==> src/rtl/kbd_event_fifo.sv <==
// kbd_event_fifo
//   Decodes PS/2 set-2 scancode bytes into key events and queues them in a
//   first-word-fall-through FIFO for the CPU.
//
//   Optional build macro: KBD_EVENT_FIFO_REPEAT_FILTER_EN
//     When defined, typematic repeats of the currently held key are dropped.
//
// Ports
//   clk, rst            system clock / async active-high reset
//   kd[7:0], kv         scancode byte and its one-cycle strobe
//   ev_code/ext/brk     head event fields (0 while empty)
//   ev_valid, ev_ready  FWFT handshake, pop on valid & ready
//   ovf, ovf_clr        sticky drop flag and its clear (a drop wins over clear)
//   level               number of queued events, 0..DEPTH
module kbd_event_fifo #(
    parameter int DEPTH_LOG2 = 4
) (
    input  logic                  clk,
    input  logic                  rst,
    input  logic [7:0]            kd,
    input  logic                  kv,
    output logic [7:0]            ev_code,
    output logic                  ev_ext,
    output logic                  ev_brk,
    output logic                  ev_valid,
    input  logic                  ev_ready,
    output logic                  ovf,
    input  logic                  ovf_clr,
    output logic [DEPTH_LOG2:0]   level
);
    localparam int DEPTH = 1 << DEPTH_LOG2;
    localparam logic [DEPTH_LOG2:0] LVL_FULL = (DEPTH_LOG2+1)'(DEPTH);
    localparam logic [DEPTH_LOG2:0] LVL_ONE  = (DEPTH_LOG2+1)'(1);

    localparam logic [2:0] IDLE    = 3'd0;
    localparam logic [2:0] EXT     = 3'd1;
    localparam logic [2:0] BRK     = 3'd2;
    localparam logic [2:0] EXT_BRK = 3'd3;
    localparam logic [2:0] SKIP    = 3'd4;

    typedef struct packed {
        logic       ext;
        logic       brk;
        logic [7:0] code;
    } ev_t;

    logic [2:0] st, st_nxt;
    logic [2:0] skip, skip_nxt;
    logic       dec_push;
    ev_t        dec_ev;
    logic       filler;

    // Keyboard housekeeping bytes (ACK, BAT result, echo, resend, errors).
    assign filler = (kd == 8'h00) || (kd == 8'hAA) || (kd == 8'hEE) ||
                    (kd == 8'hFA) || (kd == 8'hFE) || (kd == 8'hFF);

    always_comb begin
        st_nxt   = st;
        skip_nxt = skip;
        dec_push = 1'b0;
        dec_ev   = '0;
        if (kv) begin
            case (st)
                IDLE: begin
                    if (kd == 8'hE0)      st_nxt = EXT;
                    else if (kd == 8'hF0) st_nxt = BRK;
                    else if (kd == 8'hE1) begin
                        st_nxt   = SKIP;
                        skip_nxt = 3'd7;
                    end else if (!filler) begin
                        dec_push = 1'b1;
                        dec_ev   = '{ext: 1'b0, brk: 1'b0, code: kd};
                    end
                end
                EXT: begin
                    if (kd == 8'hF0) st_nxt = EXT_BRK;
                    else if (kd != 8'hE0) begin
                        dec_push = 1'b1;
                        dec_ev   = '{ext: 1'b1, brk: 1'b0, code: kd};
                        st_nxt   = IDLE;
                    end
                end
                BRK: begin
                    if (kd == 8'hE0) st_nxt = EXT_BRK;
                    else if (kd != 8'hF0) begin
                        dec_push = 1'b1;
                        dec_ev   = '{ext: 1'b0, brk: 1'b1, code: kd};
                        st_nxt   = IDLE;
                    end
                end
                EXT_BRK: begin
                    if (kd != 8'hE0 && kd != 8'hF0) begin
                        dec_push = 1'b1;
                        dec_ev   = '{ext: 1'b1, brk: 1'b1, code: kd};
                        st_nxt   = IDLE;
                    end
                end
                SKIP: begin
                    // Pause sends E1 plus 7 more bytes; swallow them all.
                    skip_nxt = skip - 3'd1;
                    if (skip == 3'd1) st_nxt = IDLE;
                end
                default: st_nxt = IDLE;
            endcase
        end
    end

    always_ff @(posedge clk or posedge rst) begin
        if (rst) begin
            st   <= IDLE;
            skip <= 3'd0;
        end else begin
            st   <= st_nxt;
            skip <= skip_nxt;
        end
    end

    logic push_req;

`ifdef KBD_EVENT_FIFO_REPEAT_FILTER_EN
    logic       held;
    logic [8:0] held_key;
    logic       match;

    assign match    = held && (held_key == {dec_ev.ext, dec_ev.code});
    assign push_req = dec_push && !(match && !dec_ev.brk);

    // The held key tracks what the keyboard reports, even if the FIFO
    // happens to drop the event.
    always_ff @(posedge clk or posedge rst) begin
        if (rst) begin
            held     <= 1'b0;
            held_key <= '0;
        end else if (dec_push) begin
            if (dec_ev.brk) begin
                if (match) held <= 1'b0;
            end else begin
                held     <= 1'b1;
                held_key <= {dec_ev.ext, dec_ev.code};
            end
        end
    end
`else
    assign push_req = dec_push;
`endif

    ev_t                   mem [DEPTH];
    logic [DEPTH_LOG2-1:0] wr_ptr, rd_ptr;
    logic                  full, do_pop, do_push, drop;
    ev_t                   head;

    assign full    = (level == LVL_FULL);
    assign do_pop  = ev_valid && ev_ready;
    // When full, a same-cycle pop frees the slot being written.
    assign do_push = push_req && (!full || do_pop);
    assign drop    = push_req && full && !do_pop;

    always_ff @(posedge clk) begin
        if (do_push) mem[wr_ptr] <= dec_ev;
    end

    always_ff @(posedge clk or posedge rst) begin
        if (rst) begin
            wr_ptr <= '0;
            rd_ptr <= '0;
            level  <= '0;
            ovf    <= 1'b0;
        end else begin
            if (do_push) wr_ptr <= wr_ptr + 1'b1;
            if (do_pop)  rd_ptr <= rd_ptr + 1'b1;
            case ({do_push, do_pop})
                2'b10:   level <= level + LVL_ONE;
                2'b01:   level <= level - LVL_ONE;
                default: level <= level;
            endcase
            if (drop)         ovf <= 1'b1;
            else if (ovf_clr) ovf <= 1'b0;
        end
    end

    // Head fields are forced to 0 while empty so stale or unwritten
    // storage never reaches the CPU.
    assign ev_valid = (level != '0);
    assign head     = ev_valid ? mem[rd_ptr] : '0;
    assign ev_code  = head.code;
    assign ev_ext   = head.ext;
    assign ev_brk   = head.brk;

endmodule

==> config.mk <==
export PLATFORM = sky130hd
export DESIGN_NAME = kbd_event_fifo
export DESIGN_NICKNAME = d
export VERILOG_FILES = /design/src/rtl/kbd_event_fifo.sv
export SDC_FILE = /design/constraint.sdc
export NUM_CORES = 1
export LEC_CHECK = 0
export BUFFER_PORTS_ARGS = -buffer_cell sky130_fd_sc_hd__buf_2
export CAP_MARGIN = 15
export CORE_MARGIN = 10
export CORE_UTILIZATION = 61
export CTS_CLUSTER_DIAMETER = 30
export DETAILED_ROUTE_END_ITERATION = 10
export PLACE_DENSITY = 0.78
export SLEW_MARGIN = 20
export SYNTH_ARGS = -nofsm -noshare
export SYNTH_HDL_FRONTEND = slang
export SYNTH_SLANG_ARGS = --single-unit
==> constraint.sdc <==
create_clock -name clk -period 3.8 [get_ports clk]
set_clock_uncertainty 0.2 [all_clocks]
set_input_delay 0.38 -clock clk [delete_from_list [all_inputs] [get_ports clk]]
set_output_delay 0.38 -clock clk [all_outputs]
set_load 0.02 [all_outputs]
==> results_dict.tcl, run 1 <==
set metrics [dict create \
    synth_simple_gate_area_frac 0.0644 \
    worst-r2r-cell-count 11 \
    fin_crit_ps 3190 \
    ys_types 50 \
    startpoint "rd_ptr[1]$_DFFE_PP0P_" \
    syn_area_per_cell_sq_um 19.1 \
    grt_max_degree 44 \
    vias 3866 \
    synth_compound_area_frac 0.0261 \
    worst_slew_pin_slew_ps 875 \
    pwr_density_cell_nw_per_um2 787 \
    fillers 748 \
    required_ps 3220 \
    cts_resized 0 \
    diodes 0 \
    drtPass1Iterations 5 \
    slew_headroom 0.417 \
    synthMuxAreaShare 0.158 \
    pre_cts_ws_ps 666 \
    worst-path-max-fanout 43 \
    cp_top_family "multiplexers" \
    worst_slack_ps 612 \
    syn_to_final_growth_pct 12.1 \
    cp_num_buf_inv 2 \
    seq_area_sq_um 5310 \
    multi_input_area_sq_um 2120 \
    clock_path_buffers 2 \
    cts_root_buffer "clkbuf_16" \
    drv_cap 0 \
    cts_tree "built" \
    ant_nets 0 \
    startpoint_type "flip-flop" \
    numPlacedInstances 581 \
    first_iter_violations 461 \
    die_h_microns 131 \
    synth_seq_area_share 0.700 \
    clock_latency_ps 430 \
    cts_buffers 17 \
    path_cells "buf_4, mux4_2, mux4_2, and2_1, buf_2" \
    avgViaCountPerCell 6.29 \
    die_w_microns 131 \
    rsz0062_at_grt "no" \
    core_area_sq_um 12100 \
    synth_top_family_by_area "multiplexers" \
    crit_arrival_ps 2610 \
    cpMaxStageDelayCell "buf_4" \
    post-route-period-util 0.839 \
    gp_congestion 0.844 \
    worstSetupPathType "reg -> out" \
    max_freq_ghz 0.314 \
    grt_pass1_vias 3899 \
    final_nets 458 \
    synth_seq_cells 180 \
    yosysTopAreaCellShare 0.634 \
    syn_area_sq_um 7580 \
    ys_async_sr_fraction 0.111 \
    holdCritPathClass "in -> reg" \
    crit_cells 5 \
    grt.overflow.total 0 \
    wl_microns 15600 \
    antenna_found_initial 0 \
    htreeDepth 4 \
    p_total_mw 6.69 \
    whs_path_depth 2 \
    synth_edf_count 160 \
    drcViolationCount 0 \
    syn-num-nets 421 \
    setup_violations 0 \
    cpMostUsedCell "mux4_2" \
    path_clk_slew_ps 70 \
    start_util 0.626 \
    synthCells 397 \
    cp_slowest_stage_delay_ps 520 \
    num_io_pins 30 \
    p_leak_nw 2.97 \
    peakVddDrop_mv 0.365 \
    dp_hpwl_microns 8970 \
    grt_pass1_wl_microns 24000 \
    cts.sinks 180 \
    wl_per_cell_microns 25.3 \
    dieArea_sq_um 17300 \
    status "complete, no violations" \
    synth_fa_ha_area_frac 0.0192 \
    fin_util 0.701 \
    yosys.area.top_type "edfxtp_1" \
    fin_cells 615 \
    yosys_warnings 0 \
    synth_area_leaders "edfxtp_1, mux4_2, dfrtp_1" \
    drive_above_1_share 0.300 \
    r2r_start "level[0]$_DFFE_PP0P_" \
    synthXorXnorAreaFrac 0.0116 \
    synth_ff_type "edfxtp_1" \
    crit_path_end_kind "primary output" \
    hold_violations 0 \
    tns_ps 0 \
    hold_start "kv" \
    gr-usage-all-layers 0.186 \
    drv_slew 0 \
    placementRows 40 \
    io_buffers 29 \
]
## layout make-up
type                            count  share of cell area
Sequential cell                   180               0.625
Tap cell                          168              0.0248
Timing Repair Buffer               36              0.0253
Clock inverter                     15              0.0202
Clock buffer                       17              0.0501
Inverter                           12             0.00530
Multi-Input combinational cell    187               0.249
## cells by family (layout without fill, tap and decap cells)
group / Yosys count / count (layout)
compound gates: 29 / 29
xor+xnor: 10 / 10
fa+ha+maj: 11 / 11
buf+inv: 30 / 80
flops: 180 / 180
mux: 55 / 55
simple gates: 82 / 82
## flip-flops by register name (all words and copies together) (netlist names)
name / count
mem: 160
level: 5
rd_ptr: 4
wr_ptr: 4
skip: 3
st: 3
ovf: 1
## cells in the final DEF, fill, tap and decap left out, drive strengths merged, types with 4 or more instances in the layout
| cell | Yosys | final |
|---|---|---|
| and2 | 22 | 22 |
| and3 | 17 | 17 |
| buf | 7 | 34 |
| clkbuf | 11 | 17 |
| mux4 | 50 | 50 |
| edfxtp | 160 | 160 |
| a21o | 4 | 4 |
| ha | 10 | 10 |
| o21ai | 7 | 7 |
| a21oi | 10 | 10 |
| nand2 | 8 | 8 |
| dfrtp | 20 | 20 |
| xnor2 | 9 | 9 |
| nor2 | 11 | 11 |
| nand2b | 4 | 4 |
| nor4 | 5 | 5 |
| clkinvlp | 0 | 4 |
| inv | 12 | 18 |
## worst reg2reg max path, delay by kind of cell, from the launching register on
kind | cells | cell delay (ps)
adders and majority gates | 1 | 330
AOI/OAI and AO/OA | 3 | 590
xor gates and xnor gates | 1 | 140
and+or+nand+nor | 5 | 1160
buffers and inverters | 1 | 210
DFF | 1 | 430
## report_power, final
part / switching (mW) / leakage [nW] / internal [mW] / total (mW)
registers: 0.212 / 1.71 / 2.48 / 2.69
clock network: 0.786 / 0.279 / 0.985 / 1.77
logic: 1.18 / 0.980 / 1.05 / 2.22
## timing repair
action,4_1_cts,5_1_grt
hold buffers,2,0
buffers inserted,0,0
endpoints found under the hold margin,21,0
## final timing paths
kind,slack (ps),endpoint
max in group asynchronous,2390,rd_ptr[0]$_DFFE_PP0P_
worst max register to register,670,level[4]$_DFFE_PP0P_
worst max-delay path,610,ev_code[2]
worst min register to register,340,skip[0]$_DFFE_PP0P_
min in group asynchronous,450,level[0]$_DFFE_PP0P_
worst min-delay path,20,skip[1]$_DFFE_PP0P_
## synth_stat cells, drive strengths merged (4+ instances only)
cell / number
edfxtp: 160
mux4: 50
and2: 22
dfrtp: 20
and3: 17
inv: 12
clkbuf: 11
nor2: 11
a21oi: 10
ha: 10
xnor2: 9
nand2: 8
buf: 7
o21ai: 7
nor4: 5
a21o: 4
nand2b: 4
## per-layer routing
layer / track usage / share of wire
met1: 0.257 / 0.42
met4: 0.0624 / 0.013
met3: 0.0431 / 0.068
met5: 0 / 0
met2: 0.289 / 0.50
## metrics by stage
| step | hold WS, ps | cell area [sq um] |
|---|---|---|
| global route | 27.4 | 8490 |
| global placement | 318 | 7880 |
| floorplan | 144 | 7580 |
| CTS | 6.43 | 8490 |
| detailed placement | 329 | 7880 |
| finish | 16.7 | 8490 |
(Power assumes the default switching activity.)
==> run 2, diff against run 1 <==
--- a/config.mk
+++ b/config.mk
@@ -8,10 +8,10 @@
 export BUFFER_PORTS_ARGS = -buffer_cell sky130_fd_sc_hd__buf_2
 export CAP_MARGIN = 15
 export CORE_MARGIN = 10
-export CORE_UTILIZATION = 61
+export CORE_UTILIZATION = 55
 export CTS_CLUSTER_DIAMETER = 30
 export DETAILED_ROUTE_END_ITERATION = 10
-export PLACE_DENSITY = 0.78
+export PLACE_DENSITY = 0.74
 export SLEW_MARGIN = 20
 export SYNTH_ARGS = -nofsm -noshare
 export SYNTH_HDL_FRONTEND = slang
==> constraint.sdc (replaced) <==
create_clock -name clk -period 2.9 [get_ports clk]
set_clock_uncertainty 0.2 [all_clocks]
set_input_delay 0.29 -clock clk [delete_from_list [all_inputs] [get_ports clk]]
set_output_delay 0.29 -clock clk [all_outputs]
set_load 0.02 [all_outputs]
==> results_dict.tcl, run 2 (synthesized netlist as in run 1, its figures left out) <==
set metrics [dict create \
    die_h_microns 137 \
    layout_common_cells "edfxtp_1, mux4_2, buf_4" \
    syn_to_final_growth_pct 20.3 \
    io_buffers 29 \
    crit_path_end_kind "primary output" \
    cts_root_buffer "clkbuf_16" \
    dieArea_sq_um 18900 \
    start_util 0.568 \
    placementRows 42 \
    largest_reg_flops 160 \
    fillers 875 \
    pre_cts_ws_ps -141 \
    largestRegisters "mem x160, level x5" \
    dpl-instance-area_sq_um 8250 \
    worst_slack_ps -86.0 \
    crit_arrival_ps 2500 \
    first_iter_violations 490 \
    grt_max_degree 44 \
    cts_tree "built" \
    clock_latency_ps 430 \
    slew_headroom 0.468 \
    die_w_microns 137 \
    dp_hpwl_microns 10400 \
    diodes 0 \
    stdcell_area_sq_um 9120 \
    worst_slew_pin_slew_ps 797 \
    ant_nets 0 \
    core_area_sq_um 13300 \
    peakVddDrop_mv 0.770 \
    cts.sinks 180 \
    grt.overflow.total 0 \
    clock_path_buffers 2 \
    grt_pass1_vias 4186 \
    violations "negative setup slack" \
    gr-usage-all-layers 0.187 \
    max_freq_ghz 0.335 \
    wl_per_cell_microns 24.9 \
    final_nets 507 \
    grt_pass1_wl_microns 25400 \
    antenna_found_initial 0 \
    fin_crit_ps 2990 \
    path_clk_slew_ps 60 \
    htreeDepth 4 \
    drive_above_1_share 0.396 \
    startpoint_type "flip-flop" \
    drcViolationCount 0 \
    drtPass1Iterations 5 \
    setup_violations 7 \
    top_register "mem" \
    gp_congestion 0.893 \
    num_io_pins 30 \
    avgViaCountPerCell 6.16 \
    p_leak_nw 3.31 \
    worst-path-max-fanout 7 \
    cts_buffers 17 \
    drv_slew 0 \
    hold_violations 0 \
    drv_cap 0 \
    worstSetupPathType "reg -> out" \
    post-route-period-util 1.03 \
    holdCritPathClass "in -> reg" \
    wl_microns 16700 \
    rsz0062_at_grt "yes" \
    status "finished, violations left" \
    vias 4135 \
    layout_commonest_cell "edfxtp_1" \
    pwr_density_cell_nw_per_um2 1040 \
    required_ps 2410 \
]
run 2: layout make-up:
cell class / count / area [sq um] / share of cell area
Multi-Input combinational cell: 187 / 2190 / 0.241
Clock buffer: 19 / 433 / 0.0475
Clock inverter: 12 / 115 / 0.0126
Sequential cell: 180 / 5310 / 0.582
Timing Repair Buffer: 85 / 800 / 0.0877
Inverter: 12 / 45.0 / 0.00494
Tap cell: 176 / 220 / 0.0242
run 2: final timing paths:
kind / start / to / slack, ps / depth (start not counted)
min in group asynchronous: rst / st[2]$_DFFE_PP0P_ / 350 / 3
worst min-delay path: ev_ready / ovf$_DFFE_PP0P_ / 50 / 3
worst max register to register: level[3]$_DFFE_PP0P_ / level[3]$_DFFE_PP0P_ / 130 / 11
worst max-delay path: rd_ptr[0]$_DFFE_PP0P_ / ev_code[4] / -90 / 6
max in group asynchronous: rst / rd_ptr[0]$_DFFE_PP0P_ / 1600 / 3
worst min register to register: rd_ptr[2]$_DFFE_PP0P_ / rd_ptr[2]$_DFFE_PP0P_ / 290 / 1
run 2: power by group:
| group | total [mW] | switching [mW] | internal [mW] |
|---|---|---|---|
| registers | 3.48 | 0.231 | 3.25 |
| logic | 3.86 | 1.81 | 2.04 |
| clock network | 2.15 | 0.903 | 1.25 |
| total | 9.49 | 2.95 | 6.54 |
run 2: per-stage QoR:
step                instances  hold WS [ps]  total power [mW]  setup TNS (ps)  utilization
finish                    671          51.3              9.49            -349        0.683
detailed placement        629           275              6.74            -141        0.618
global route              671          27.0              9.93            -829        0.683
global placement          629           262              6.64               0        0.618
floorplan                 397          53.8              5.72               0            -
CTS                       668          7.98              9.32            -361        0.674
run 2: worst max-delay path, cell delays in order, from the launching register on:
cell	delay, ps
dfrtp_2	450
buf_12	140
buf_12	140
mux4_2	550
mux4_2	500
and2_4	170
buf_6	120
run 2: routing by layer:
layer  up-vias  share of wire  global-route usage
met2       200           0.50               0.295
met4         0          0.020              0.0679
met3        24          0.085              0.0550
met5         -              0                   0
met1      2140           0.39               0.242
li1       1771              -                   -
run 2: repair_timing:
| item | CTS | global route |
|---|---|---|
| setup endpoints to repair | 11 | 11 |
| pin swaps | 3 | 6 |
| gates resized for setup | 25 | 17 |
| endpoints found under the hold margin | 23 | 0 |
| gates cloned | 2 | 1 |
| buffers inserted | 3 | 2 |
| hold buffers | 3 | 0 |
